==> src/rtl/pipeline_ctrl_pkg.sv <==
// Shared types and helpers for the pipeline stall/flush/redirect controller.
// Trap vector arithmetic lives here so every user computes targets identically.
package pipeline_ctrl_pkg;

  localparam int ADDR_WIDTH  = 32;
  localparam int CAUSE_WIDTH = 5;

  typedef enum logic [1:0] {
    PRIV_U = 2'd0,
    PRIV_S = 2'd1,
    PRIV_H = 2'd2,
    PRIV_M = 2'd3
  } priv_t;

  typedef enum logic [1:0] {
    IDLE     = 2'd0,
    DRAIN    = 2'd1,
    REDIRECT = 2'd2
  } ctrl_state_e;

  typedef struct packed {
    logic [ADDR_WIDTH-3:0] base;
    logic [1:0]            mode;
  } tvec_t;

  // Vectored mode only applies to interrupts; the base offset wraps inside the base field.
  function automatic logic [ADDR_WIDTH-1:0] trap_vector(tvec_t tvec, logic is_int,
                                                        logic [CAUSE_WIDTH-1:0] code);
    logic [ADDR_WIDTH-3:0] base;
    base = tvec.base;
    if (tvec.mode == 2'b01 && is_int) begin
      base = tvec.base + (ADDR_WIDTH-2)'(code);
    end
    return {base, 2'b00};
  endfunction

endpackage

==> src/rtl/pipeline_redirect_ctrl_if.sv <==
// Request/response bundle between the pipeline stages and the redirect controller.
// The pipeline side is the master; the controller is the slave.
interface pipeline_redirect_ctrl_if #(
  parameter int NUM_STAGES = 6
);
  import pipeline_ctrl_pkg::*;

  logic [NUM_STAGES-1:0]            stall_req;
  logic [NUM_STAGES-1:0]            flush_req;
  logic [NUM_STAGES*ADDR_WIDTH-1:0] flush_target;
  logic                             trap_valid;
  logic                             trap_is_interrupt;
  logic [CAUSE_WIDTH-1:0]           trap_code;
  logic [1:0]                       next_priv;
  logic                             trap_return_valid;
  logic [1:0]                       trap_return_priv;
  logic [ADDR_WIDTH-1:0]            mtvec;
  logic [ADDR_WIDTH-1:0]            stvec;
  logic [ADDR_WIDTH-1:0]            utvec;
  logic [ADDR_WIDTH-1:0]            mepc;
  logic [ADDR_WIDTH-1:0]            sepc;
  logic [ADDR_WIDTH-1:0]            uepc;
  logic                             mem_idle;

  logic [NUM_STAGES-1:0]            stall;
  logic [NUM_STAGES-1:0]            flush;
  logic                             redirect_valid;
  logic [ADDR_WIDTH-1:0]            redirect_pc;
  logic                             busy;
  logic                             timeout_error;

  modport master (
    output stall_req, flush_req, flush_target, trap_valid, trap_is_interrupt, trap_code,
           next_priv, trap_return_valid, trap_return_priv, mtvec, stvec, utvec,
           mepc, sepc, uepc, mem_idle,
    input  stall, flush, redirect_valid, redirect_pc, busy, timeout_error
  );

  modport slave (
    input  stall_req, flush_req, flush_target, trap_valid, trap_is_interrupt, trap_code,
           next_priv, trap_return_valid, trap_return_priv, mtvec, stvec, utvec,
           mepc, sepc, uepc, mem_idle,
    output stall, flush, redirect_valid, redirect_pc, busy, timeout_error
  );

endinterface

==> src/rtl/trap_target_sel.sv <==
// Combinational selection of the trap vector and trap-return PC by privilege level.
// The reserved privilege encoding (2) falls back to the user-level registers.
module trap_target_sel
  import pipeline_ctrl_pkg::*;
(
  input  logic                   trap_is_interrupt_i,
  input  logic [CAUSE_WIDTH-1:0] trap_code_i,
  input  logic [1:0]             next_priv_i,
  input  logic [1:0]             trap_return_priv_i,
  input  logic [ADDR_WIDTH-1:0]  mtvec_i,
  input  logic [ADDR_WIDTH-1:0]  stvec_i,
  input  logic [ADDR_WIDTH-1:0]  utvec_i,
  input  logic [ADDR_WIDTH-1:0]  mepc_i,
  input  logic [ADDR_WIDTH-1:0]  sepc_i,
  input  logic [ADDR_WIDTH-1:0]  uepc_i,
  output logic [ADDR_WIDTH-1:0]  trap_pc_o,
  output logic [ADDR_WIDTH-1:0]  xret_pc_o
);

  tvec_t tvec_sel;

  // NOTE: every output of a combinational block gets a value on every path, else a latch is inferred.
  always_comb begin
    case (next_priv_i)
      PRIV_M:  tvec_sel = tvec_t'(mtvec_i);
      PRIV_S:  tvec_sel = tvec_t'(stvec_i);
      default: tvec_sel = tvec_t'(utvec_i);
    endcase

    case (trap_return_priv_i)
      PRIV_M:  xret_pc_o = mepc_i;
      PRIV_S:  xret_pc_o = sepc_i;
      default: xret_pc_o = uepc_i;
    endcase
  end

  assign trap_pc_o = trap_vector(tvec_sel, trap_is_interrupt_i, trap_code_i);

endmodule

==> src/rtl/pipeline_redirect_ctrl.sv <==
// Central stall/flush/redirect controller: resolves stage requests, drains memory before
// trap redirects and issues a registered one-cycle redirect pulse to fetch.
module pipeline_redirect_ctrl
  import pipeline_ctrl_pkg::*;
#(
  parameter int NUM_STAGES    = 6,
  parameter int DRAIN_TIMEOUT = 256
) (
  input  logic                     clk,
  input  logic                     rst,
  pipeline_redirect_ctrl_if.slave  bus
);

  localparam logic [1:0] ST_IDLE     = IDLE;
  localparam logic [1:0] ST_DRAIN    = DRAIN;
  localparam logic [1:0] ST_REDIRECT = REDIRECT;

  localparam int              CNT_W      = (DRAIN_TIMEOUT > 1) ? $clog2(DRAIN_TIMEOUT) : 1;
  localparam bit              TIMEOUT_EN = (DRAIN_TIMEOUT > 0);
  localparam logic [CNT_W-1:0] CNT_LAST  = (DRAIN_TIMEOUT > 0) ? CNT_W'(DRAIN_TIMEOUT - 1) : '0;

  logic [1:0]            state_q, state_d;
  logic [CNT_W-1:0]      drain_cnt_q, drain_cnt_d;
  logic [ADDR_WIDTH-1:0] target_q, target_d;
  logic [ADDR_WIDTH-1:0] redirect_pc_q, redirect_pc_d;
  logic                  redirect_valid_q, redirect_valid_d;
  logic                  timeout_error_q, timeout_error_d;

  logic [ADDR_WIDTH-1:0] trap_pc, xret_pc, flush_pc;
  logic [NUM_STAGES-1:0] stall_chain, older_flush;
  logic [NUM_STAGES-1:0] stall_v, flush_v;
  logic                  stall_acc, flush_seen;

  trap_target_sel u_trap_target_sel (
    .trap_is_interrupt_i (bus.trap_is_interrupt),
    .trap_code_i         (bus.trap_code),
    .next_priv_i         (bus.next_priv),
    .trap_return_priv_i  (bus.trap_return_priv),
    .mtvec_i             (bus.mtvec),
    .stvec_i             (bus.stvec),
    .utvec_i             (bus.utvec),
    .mepc_i              (bus.mepc),
    .sepc_i              (bus.sepc),
    .uepc_i              (bus.uepc),
    .trap_pc_o           (trap_pc),
    .xret_pc_o           (xret_pc)
  );

  // Walk from the oldest stage down: a stall holds everything younger, and a flush
  // request kills only the stages younger than the oldest requester.
  always_comb begin
    stall_chain = '0;
    older_flush = '0;
    stall_acc   = 1'b0;
    flush_seen  = 1'b0;
    flush_pc    = '0;
    for (int i = NUM_STAGES - 1; i >= 0; i--) begin
      stall_acc      = stall_acc | bus.stall_req[i];
      stall_chain[i] = stall_acc;
      older_flush[i] = flush_seen;
      flush_seen     = flush_seen | bus.flush_req[i];
    end
    for (int i = 0; i < NUM_STAGES; i++) begin
      if (bus.flush_req[i]) flush_pc = bus.flush_target[i*ADDR_WIDTH +: ADDR_WIDTH];
    end
  end

  always_comb begin
    state_d          = state_q;
    drain_cnt_d      = drain_cnt_q;
    target_d         = target_q;
    redirect_pc_d    = redirect_pc_q;
    redirect_valid_d = 1'b0;
    timeout_error_d  = timeout_error_q;
    stall_v          = '0;
    flush_v          = '0;

    case (state_q)
      ST_IDLE: begin
        if (bus.trap_valid || bus.trap_return_valid) begin
          target_d = bus.trap_valid ? trap_pc : xret_pc;
          flush_v  = '1;
          if (bus.mem_idle) begin
            state_d = ST_REDIRECT;
          end else begin
            state_d     = ST_DRAIN;
            drain_cnt_d = '0;
          end
        end else if (|bus.flush_req) begin
          target_d = flush_pc;
          flush_v  = older_flush;
          state_d  = ST_REDIRECT;
        end
        stall_v = stall_chain & ~flush_v;
      end

      ST_DRAIN: begin
        stall_v     = '1;
        drain_cnt_d = drain_cnt_q + CNT_W'(1);
        if (bus.mem_idle) begin
          state_d = ST_REDIRECT;
        end else if (TIMEOUT_EN && drain_cnt_q == CNT_LAST) begin
          state_d         = ST_REDIRECT;
          timeout_error_d = 1'b1;
        end
      end

      ST_REDIRECT: begin
        flush_v = '1;
        state_d = ST_IDLE;
      end

      default: state_d = ST_IDLE;
    endcase

    // The redirect PC only moves together with its pulse, so fetch sees a stable value otherwise.
    if (state_d == ST_REDIRECT) begin
      redirect_valid_d = 1'b1;
      redirect_pc_d    = target_d;
    end
  end

  // NOTE: state updates use non-blocking assignments so every register samples pre-edge values.
  always_ff @(posedge clk) begin
    if (rst) begin
      state_q          <= ST_IDLE;
      drain_cnt_q      <= '0;
      target_q         <= '0;
      redirect_pc_q    <= '0;
      redirect_valid_q <= 1'b0;
      timeout_error_q  <= 1'b0;
    end else begin
      state_q          <= state_d;
      drain_cnt_q      <= drain_cnt_d;
      target_q         <= target_d;
      redirect_pc_q    <= redirect_pc_d;
      redirect_valid_q <= redirect_valid_d;
      timeout_error_q  <= timeout_error_d;
    end
  end

  assign bus.stall          = stall_v;
  assign bus.flush          = flush_v;
  assign bus.redirect_valid = redirect_valid_q;
  assign bus.redirect_pc    = redirect_pc_q;
  assign bus.busy           = (state_q != ST_IDLE);
  assign bus.timeout_error  = timeout_error_q;

endmodule

==> src/flat_wrapper.sv <==
// flat-port wrapper written by rule: the top's interface ports become plain ports
module pipeline_redirect_ctrl_flat import pipeline_ctrl_pkg::*;
#(
  parameter int NUM_STAGES    = 6,
  parameter int DRAIN_TIMEOUT = 256
)
  (clk, rst, bus_stall_req, bus_flush_req, bus_flush_target, bus_trap_valid, bus_trap_is_interrupt, bus_trap_code, bus_next_priv, bus_trap_return_valid, bus_trap_return_priv, bus_mtvec, bus_stvec, bus_utvec, bus_mepc, bus_sepc, bus_uepc, bus_mem_idle, bus_stall, bus_flush, bus_redirect_valid, bus_redirect_pc, bus_busy, bus_timeout_error);
  pipeline_redirect_ctrl_if #(.NUM_STAGES(NUM_STAGES)) bus_i ();
  input  logic clk;
  input  logic rst;
  input wire logic [$bits(bus_i.stall_req)-1:0] bus_stall_req;
  input wire logic [$bits(bus_i.flush_req)-1:0] bus_flush_req;
  input wire logic [$bits(bus_i.flush_target)-1:0] bus_flush_target;
  input wire logic [$bits(bus_i.trap_valid)-1:0] bus_trap_valid;
  input wire logic [$bits(bus_i.trap_is_interrupt)-1:0] bus_trap_is_interrupt;
  input wire logic [$bits(bus_i.trap_code)-1:0] bus_trap_code;
  input wire logic [$bits(bus_i.next_priv)-1:0] bus_next_priv;
  input wire logic [$bits(bus_i.trap_return_valid)-1:0] bus_trap_return_valid;
  input wire logic [$bits(bus_i.trap_return_priv)-1:0] bus_trap_return_priv;
  input wire logic [$bits(bus_i.mtvec)-1:0] bus_mtvec;
  input wire logic [$bits(bus_i.stvec)-1:0] bus_stvec;
  input wire logic [$bits(bus_i.utvec)-1:0] bus_utvec;
  input wire logic [$bits(bus_i.mepc)-1:0] bus_mepc;
  input wire logic [$bits(bus_i.sepc)-1:0] bus_sepc;
  input wire logic [$bits(bus_i.uepc)-1:0] bus_uepc;
  input wire logic [$bits(bus_i.mem_idle)-1:0] bus_mem_idle;
  output wire logic [$bits(bus_i.stall)-1:0] bus_stall;
  output wire logic [$bits(bus_i.flush)-1:0] bus_flush;
  output wire logic [$bits(bus_i.redirect_valid)-1:0] bus_redirect_valid;
  output wire logic [$bits(bus_i.redirect_pc)-1:0] bus_redirect_pc;
  output wire logic [$bits(bus_i.busy)-1:0] bus_busy;
  output wire logic [$bits(bus_i.timeout_error)-1:0] bus_timeout_error;
  assign bus_i.stall_req = bus_stall_req;
  assign bus_i.flush_req = bus_flush_req;
  assign bus_i.flush_target = bus_flush_target;
  assign bus_i.trap_valid = bus_trap_valid;
  assign bus_i.trap_is_interrupt = bus_trap_is_interrupt;
  assign bus_i.trap_code = bus_trap_code;
  assign bus_i.next_priv = bus_next_priv;
  assign bus_i.trap_return_valid = bus_trap_return_valid;
  assign bus_i.trap_return_priv = bus_trap_return_priv;
  assign bus_i.mtvec = bus_mtvec;
  assign bus_i.stvec = bus_stvec;
  assign bus_i.utvec = bus_utvec;
  assign bus_i.mepc = bus_mepc;
  assign bus_i.sepc = bus_sepc;
  assign bus_i.uepc = bus_uepc;
  assign bus_i.mem_idle = bus_mem_idle;
  assign bus_stall = bus_i.stall;
  assign bus_flush = bus_i.flush;
  assign bus_redirect_valid = bus_i.redirect_valid;
  assign bus_redirect_pc = bus_i.redirect_pc;
  assign bus_busy = bus_i.busy;
  assign bus_timeout_error = bus_i.timeout_error;
  pipeline_redirect_ctrl #(.NUM_STAGES(NUM_STAGES), .DRAIN_TIMEOUT(DRAIN_TIMEOUT)) u_core (.clk(clk), .rst(rst), .bus(bus_i));
endmodule
==> config.mk <==
export PLATFORM = sky130hd
export DESIGN_NAME = pipeline_redirect_ctrl_flat
export DESIGN_NICKNAME = d
export VERILOG_FILES = /design/src/rtl/pipeline_ctrl_pkg.sv /design/src/rtl/pipeline_redirect_ctrl_if.sv /design/src/rtl/trap_target_sel.sv /design/src/rtl/pipeline_redirect_ctrl.sv /design/src/flat_wrapper.sv
export SDC_FILE = /design/constraint.sdc
export NUM_CORES = 1
export LEC_CHECK = 0
export BUFFER_PORTS_ARGS = -buffer_cell sky130_fd_sc_hd__buf_2
export CAP_MARGIN = 20
export CORE_AREA = 3 3 177 179
export DETAILED_ROUTE_END_ITERATION = 6
export DIE_AREA = 0 0 180 182
export PLACE_DENSITY = 0.6
export RECOVER_POWER = 50
export SYNTH_ARGS = -nofsm -noshare
export SYNTH_HDL_FRONTEND = slang
export SYNTH_HIERARCHICAL = 1
export SYNTH_SLANG_ARGS = --single-unit
==> constraint.sdc <==
create_clock -name clk -period 9.95 [get_ports clk]
set_input_delay 0 -clock clk [delete_from_list [all_inputs] [get_ports clk]]
set_output_delay 0 -clock clk [all_outputs]
set_load 0.03 [all_outputs]
# After elaboration in Yosys (flattened, before gate mapping)
# Cells that the tools add are included.
# word_totals
wordCells,67
ff_bits,76
out_inout_bits,47
inputBits,411
# op_classes
n_bitwise,12
eq_ne,11
muxes,28
reduce_logical,8
addsub,2
# op_table
op,n
2-to-1 mux 32 bit,10
one-hot mux 32 bit (2 select lines),2
adder 30 x 5 -> 30 bit,1
2-to-1 mux 30 bit,1
one-hot mux 6 bit (2 select lines),2
2-to-1 mux 8 bit,2
one-hot mux 8 bit (2 select lines),1
2-to-1 mux 6 bit,2
2-to-1 mux 2 bit,5
OR 1 bit,9
adder 8 x 1 -> 8 bit (second input constant),1
== test 2 x 1 -> 1 bit (second input constant),4
== test 2 bit (second input constant),4
== test 8 bit (second input constant),1
AND 6 bit,1
NOT 6 bit,1
AND reduction 3 bit,2
OR reduction 6 bit,1
2-to-1 mux 5 bit,1
one-hot mux 2 bit (2 select lines),1
nonzero test 2 bit,2
logical NOT 2 bit,1
inequality test 2 x 1 -> 1 bit (second input constant),1
inequality test 2 bit (second input constant),1
4 further kinds,4

# Longest topological paths before layout
# logic_depth
ltp_word,10
mapped_depth,20
depth_no_buf,16

# By module
# Netlist, hierarchy kept.
# by_module_without_submodules
mod,n_inst,seq_area_each_um2,area_per_inst_um2,cells_per_inst
pipeline_redirect_ctrl,1,1521.5,5218.8,702
trap_target_sel,1,0.0,2214.6,300

# Worst setup path after synthesis
# Ideal clock, no wire load.
# synth_path
kind,input port to flip-flop
start,input port bus_next_priv[0]
end,register u_core.redirect_pc_q[27] (netlist: u_core/bus.redirect_pc[27])
slack_ns,6.138
setup_time_ns,0.070
n_path_buf,5
cell_stages,20
arrival_ns,3.742
required_time_ns,9.880
cell_sequence,buf_4 -> buf_4 -> buf_6 -> clkbuf_1 -> buf_1 -> nand2_1 -> o21ai_0 -> inv_1 -> ha_1 -> a21oi_1 -> nand4b_1 -> a211oi_2 -> nand3_2 -> nor3_1 -> xor2_1 -> nand2_1 -> and2_1 -> and3_1 -> a2111o_1 -> a21oi_1
# synth_via
elab_chain_cells,8
elab_cells_between_ends,10
cone_classes,1 x add/sub; 3 x eq/ne; 5 x mux; 1 x reduce/logical
# synth_rtl
item,line,rtl
start: declaration,flat_wrapper.sv:17,input wire logic [$bits(bus_i.next_priv)-1:0] bus_next_priv;
== test 2 x 1 -> 1 bit or == test 2 bit (tied branches),trap_target_sel.sv:24,case (next_priv_i)
one-hot mux 32 bit (2 select lines) (*),trap_target_sel.sv:24,
branches (longest 2 deep; another with adder 30 x 5 -> 30 bit),-,
2-to-1 mux 30 bit (*),pipeline_ctrl_pkg.sv:31,if (tvec.mode == 2'b01 && is_int) begin
via u_core.trap_pc[27],pipeline_redirect_ctrl.sv:29,"logic [ADDR_WIDTH-1:0] trap_pc, xret_pc, flush_pc;"
2-to-1 mux 32 bit (*),pipeline_redirect_ctrl.sv:81,target_d = bus.trap_valid ? trap_pc : xret_pc;
2-to-1 mux 32 bit (*),pipeline_redirect_ctrl.sv:80,if (bus.trap_valid || bus.trap_return_valid) begin
2-to-1 mux 32 bit (*),pipeline_redirect_ctrl.sv:78,case (state_q)
end signal: assignment,pipeline_redirect_ctrl.sv:136,redirect_pc_q <= redirect_pc_d;
end: declaration,pipeline_redirect_ctrl.sv:25,"logic [ADDR_WIDTH-1:0] redirect_pc_q, redirect_pc_d;"
# Mark *: on every way through the listed nets, which the timed path passes.
# A chain may end at the register's enable or synchronous reset.

# Worst setup path after layout
# layout_path
start,register u_core.state_q[0]
end,register u_core.redirect_pc_q[21] (netlist: u_core/bus.redirect_pc[21])
# layout_via
elab_chain_cells,4
elab_cells_between_ends,9
cone_classes,2 x eq/ne; 6 x mux; 1 x reduce/logical
# layout_rtl
item,line,rtl
start: declaration,pipeline_redirect_ctrl.sv:22,"logic [1:0] state_q, state_d;"
start signal: assignment,pipeline_redirect_ctrl.sv:133,state_q <= state_d;
"2-to-1 mux 2 bit, on equally long branches","pipeline_redirect_ctrl.sv:102, pipeline_redirect_ctrl.sv:89",
"2-to-1 mux 2 bit, on equally long branches","pipeline_redirect_ctrl.sv:100, pipeline_redirect_ctrl.sv:80",
one-hot mux 2 bit (2 select lines),pipeline_redirect_ctrl.sv:78,
== test 2 bit,pipeline_redirect_ctrl.sv:117,if (state_d == ST_REDIRECT) begin
# Parallel ways exist; a longest one is shown, timed or not.

==> results.md <==
- Status: finished with violations
- Failing checks: max-capacitance violations, max-slew violations
- Worst-Skew Late Latency: 340 ps
- Max stage delay on crit path: 1170 ps
- Ys Warns: 6
- CTS root buf: clkbuf_16
- Clk sink count: 76
- Yosys top cell by area: dfxtp_1
- Setup Skew: 8.66 ps
- Hold Violations, Final: 0
- Peak VDD IR: 0.0786 mV
- GRT Util Overall: 0.210
- RSZ-0062 raised after global routing: no
- Critical Path RT: a little over 10,000 ps
- Mean Syn Cell Area: 7.42 µm²
- Post-route minimum period: 4220 ps
- Worst path slowest cell: nor3_1
- Pre-Repair DR Iteration Count: 5
- H-tree levels: 3
- Max Fclk: 237 MHz
- Worst setup path class: flip-flop to flip-flop
- Cells along the critical path: nor2_1 -> inv_1 -> buf_4 -> nor3_1 -> o21ai_0 -> a311oi_1
- Hold buffer count at CTS: 1
- Final setup violating endpoints: 0
- Dominant synthesized flop cell: dfxtp_1
- IO Pins: 458
- Area growth syn-to-layout: 36.7%
- First-pass GRT wire length: 53.2 mm
- Worst slack at placement: between 6000 and 7000 ps
- Area contributors post-synth: dfxtp_1 (20%), mux2i_1 (7.8%), a21oi_1 (7.6%)
- Die Y: 182 µm
- Largest net degree at the start of global routing: 82
- Row cnt: 63
- Vias in the first global route: 8,788
- RD Place Congestion: 0.912
- Ys async rst share: 0
- Yosys cell types: 65
- Initial antenna violation count: 2
- Die X: 180 µm
- Clock Path Buffers: 2
- CTS tree: done
- Post-place instance area: ~9900 µm²
- 1st-iter DRT viols: roughly 640
- Post-DRT Antenna Nets: 0
- HPWL after detailed placement: 30.6 mm
- Die area: ~33,000 µm²
- Vias per cell: 5.17
- Finished Layout Cells: approximately 1,800
- Nets: 1,813
- Initial Util: 0.250
- PD cells: 120 nW/µm²
- Post-Route WL: ~37 mm
- Post-Route Setup TNS: 0 ps
- Period utilization: 0.424
- EDFF count, synth: 0
- Worst setup EP type: flip-flop
- Post-route cell area: around 10,000 µm²
- DR vias: slightly above 9,000
- Register area: 1520 µm²
- Syn Inst Count: 1,002
- Post-CTS repair timing setup buffer count: 0
- CP Launch Type: flip-flop
- Worst path arrival time: 4470 ps
- Routed len/inst: 20.8 µm
- Top cell type's share of synthesized area: 0.205
- Leakage: 4.44 nW
- Worst Path Max Fanout: 29
- Netlist area before placement: 7430 µm²
- Post-Place Cells: about 1,800
- Filler cells: 3,226
- Number of remaining DRC errors: 0
- Total CTS buffers: 9
- Fraction of layout cells with a size suffix above 1: 0.348
- Footprint of the multi-input gates: 5410 µm²
- CTS resizes: 0
- Port bufs: 457
- Sequential cell area fraction in the yosys report: 0.205
- #FFs+latches synth: 76
- Clk slew on worst S/H paths: 70 ps
- CORE AREA: roughly 30,000 µm²
- Final global-route overflow total: 0
- Rel. slew slack: -0.400
- Max Cap Viol: 1
- Pins Over Slew Limit: 47
- Min-Delay Path Class: input port to flip-flop
- Setup ws final: 5730 ps
- Least-Margin Pin Slew: between 2000 and 2500 ps
-- worst max-delay path: cells and delay by family (launching register included) --
kind | cells | cell delay [ps]
AND/OR/NAND/NOR | 2 | 2120
AO/OA/AOI/OAI | 2 | 960
buffers and inverters | 2 | 580
flip-flops | 1 | 450
-- area by class of cell --
class,instances,area share
Clock buffer,9,0.0222
Sequential cell,76,0.150
Multi-Input combinational cell,821,0.533
Inverter,17,0.00628
Tap cell,390,0.0480
Timing Repair Buffer,470,0.231
Clock inverter,7,0.0103
Antenna cell,1,0.000246
-- cell usage in the layout (no fill, tap or decap), types with 5 or more instances in the layout --
cell type    n
nor2_1     116
a311oi_1    16
o21ai_0     46
nor4_2       5
a21o_1       6
mux2i_1     58
ha_1         6
a211o_1      5
a2111oi_0   11
xor2_1       8
a21oi_1    113
o41ai_1      5
and2_1      12
clkbuf_1    44
dfxtp_1     76
o22ai_1     11
buf_4        9
nand3_1      7
inv_1       17
or3_1       17
nand4_1     12
a2111o_1    11
a221oi_1    37
clkbuf_16    9
and3_1      17
nand3b_1    19
mux2_2      20
nor3_1      31
xnor2_1     19
mux2i_2      5
a22oi_1     48
nor2b_1     35
nand2_1     76
buf_2      414
-- kinds of logic after synthesis --
| family | synth area share |
|---|---|
| AO/OA/AOI/OAI | 0.297 |
| XOR/XNOR | 0.0318 |
| adder cells (fa/ha/maj) | 0.0128 |
| buffers and inverters | 0.0670 |
| flip-flops | 0.205 |
| multiplexers | 0.124 |
| other | 0.000504 |
| AND/OR/NAND/NOR | 0.263 |
-- synth_stat cells, types with 17 or more instances --
| cell | n |
|---|---|
| a21oi_1 | 113 |
| a221oi_1 | 37 |
| a22oi_1 | 48 |
| and3_1 | 17 |
| buf_2 | 17 |
| clkbuf_1 | 48 |
| dfxtp_1 | 76 |
| inv_1 | 17 |
| mux2_2 | 20 |
| mux2i_1 | 58 |
| nand2_1 | 76 |
| nand3b_1 | 19 |
| nor2_1 | 115 |
| nor2b_1 | 37 |
| nor3_1 | 30 |
| o21ai_0 | 46 |
| xnor2_1 | 19 |
-- registers in the layout (all words and copies together) (netlist names) --
register and cells:
u_core/bus.redirect_valid 1, u_core/target_q 32, u_core/bus.redirect_pc 32, u_core/state_q 2, u_core/drain_cnt_q 8, u_core/bus.timeout_error 1
-- per-layer routing --
| metal | share of wire | track usage | vias to the layer above | wire, µm |
|---|---|---|---|---|
| met5 | 0.00032 | 0 | - | 12 |
| met4 | 0.020 | 0.0514 | 2 | 754 |
| met3 | 0.079 | 0.0505 | 34 | 2940 |
| met2 | 0.47 | 0.346 | 404 | 17400 |
| met1 | 0.43 | 0.278 | 4297 | 16200 |
| li1 | - | - | 4531 | - |
-- stage by stage --
step | hold slack [ps] | utilization | power (mW)
2_1_floorplan | 200 | - | 0.655
3_3_place_gp | 354 | 0.332 | 0.846
3_5_place_dp | 362 | 0.332 | 0.851
4_1_cts | 78.8 | 0.344 | 1.23
5_1_grt | 110 | 0.342 | 1.29
6_report | 98.3 | 0.342 | 1.21
-- worst paths after layout --
path	slack [ps]	end	startpoint	cells past startpoint
setup / recovery	5730	u_core/bus.redirect_pc[21]	u_core/state_q[0]	6
hold / removal	100	u_core/target_q[1]	bus_flush_target[161]	5
setup reg to reg	5730	u_core/bus.redirect_pc[21]	u_core/state_q[0]	6
hold reg to reg	450	u_core/bus.redirect_pc[4]	u_core/bus.redirect_pc[4]	2
-- where the power goes --
part | internal, mW | switching, mW | total [mW]
clock network | 0.225 | 0.150 | 0.375
registers | 0.339 | 0.0150 | 0.354
logic | 0.185 | 0.301 | 0.485
No activity file was read; power rests on OpenSTA's default activity.
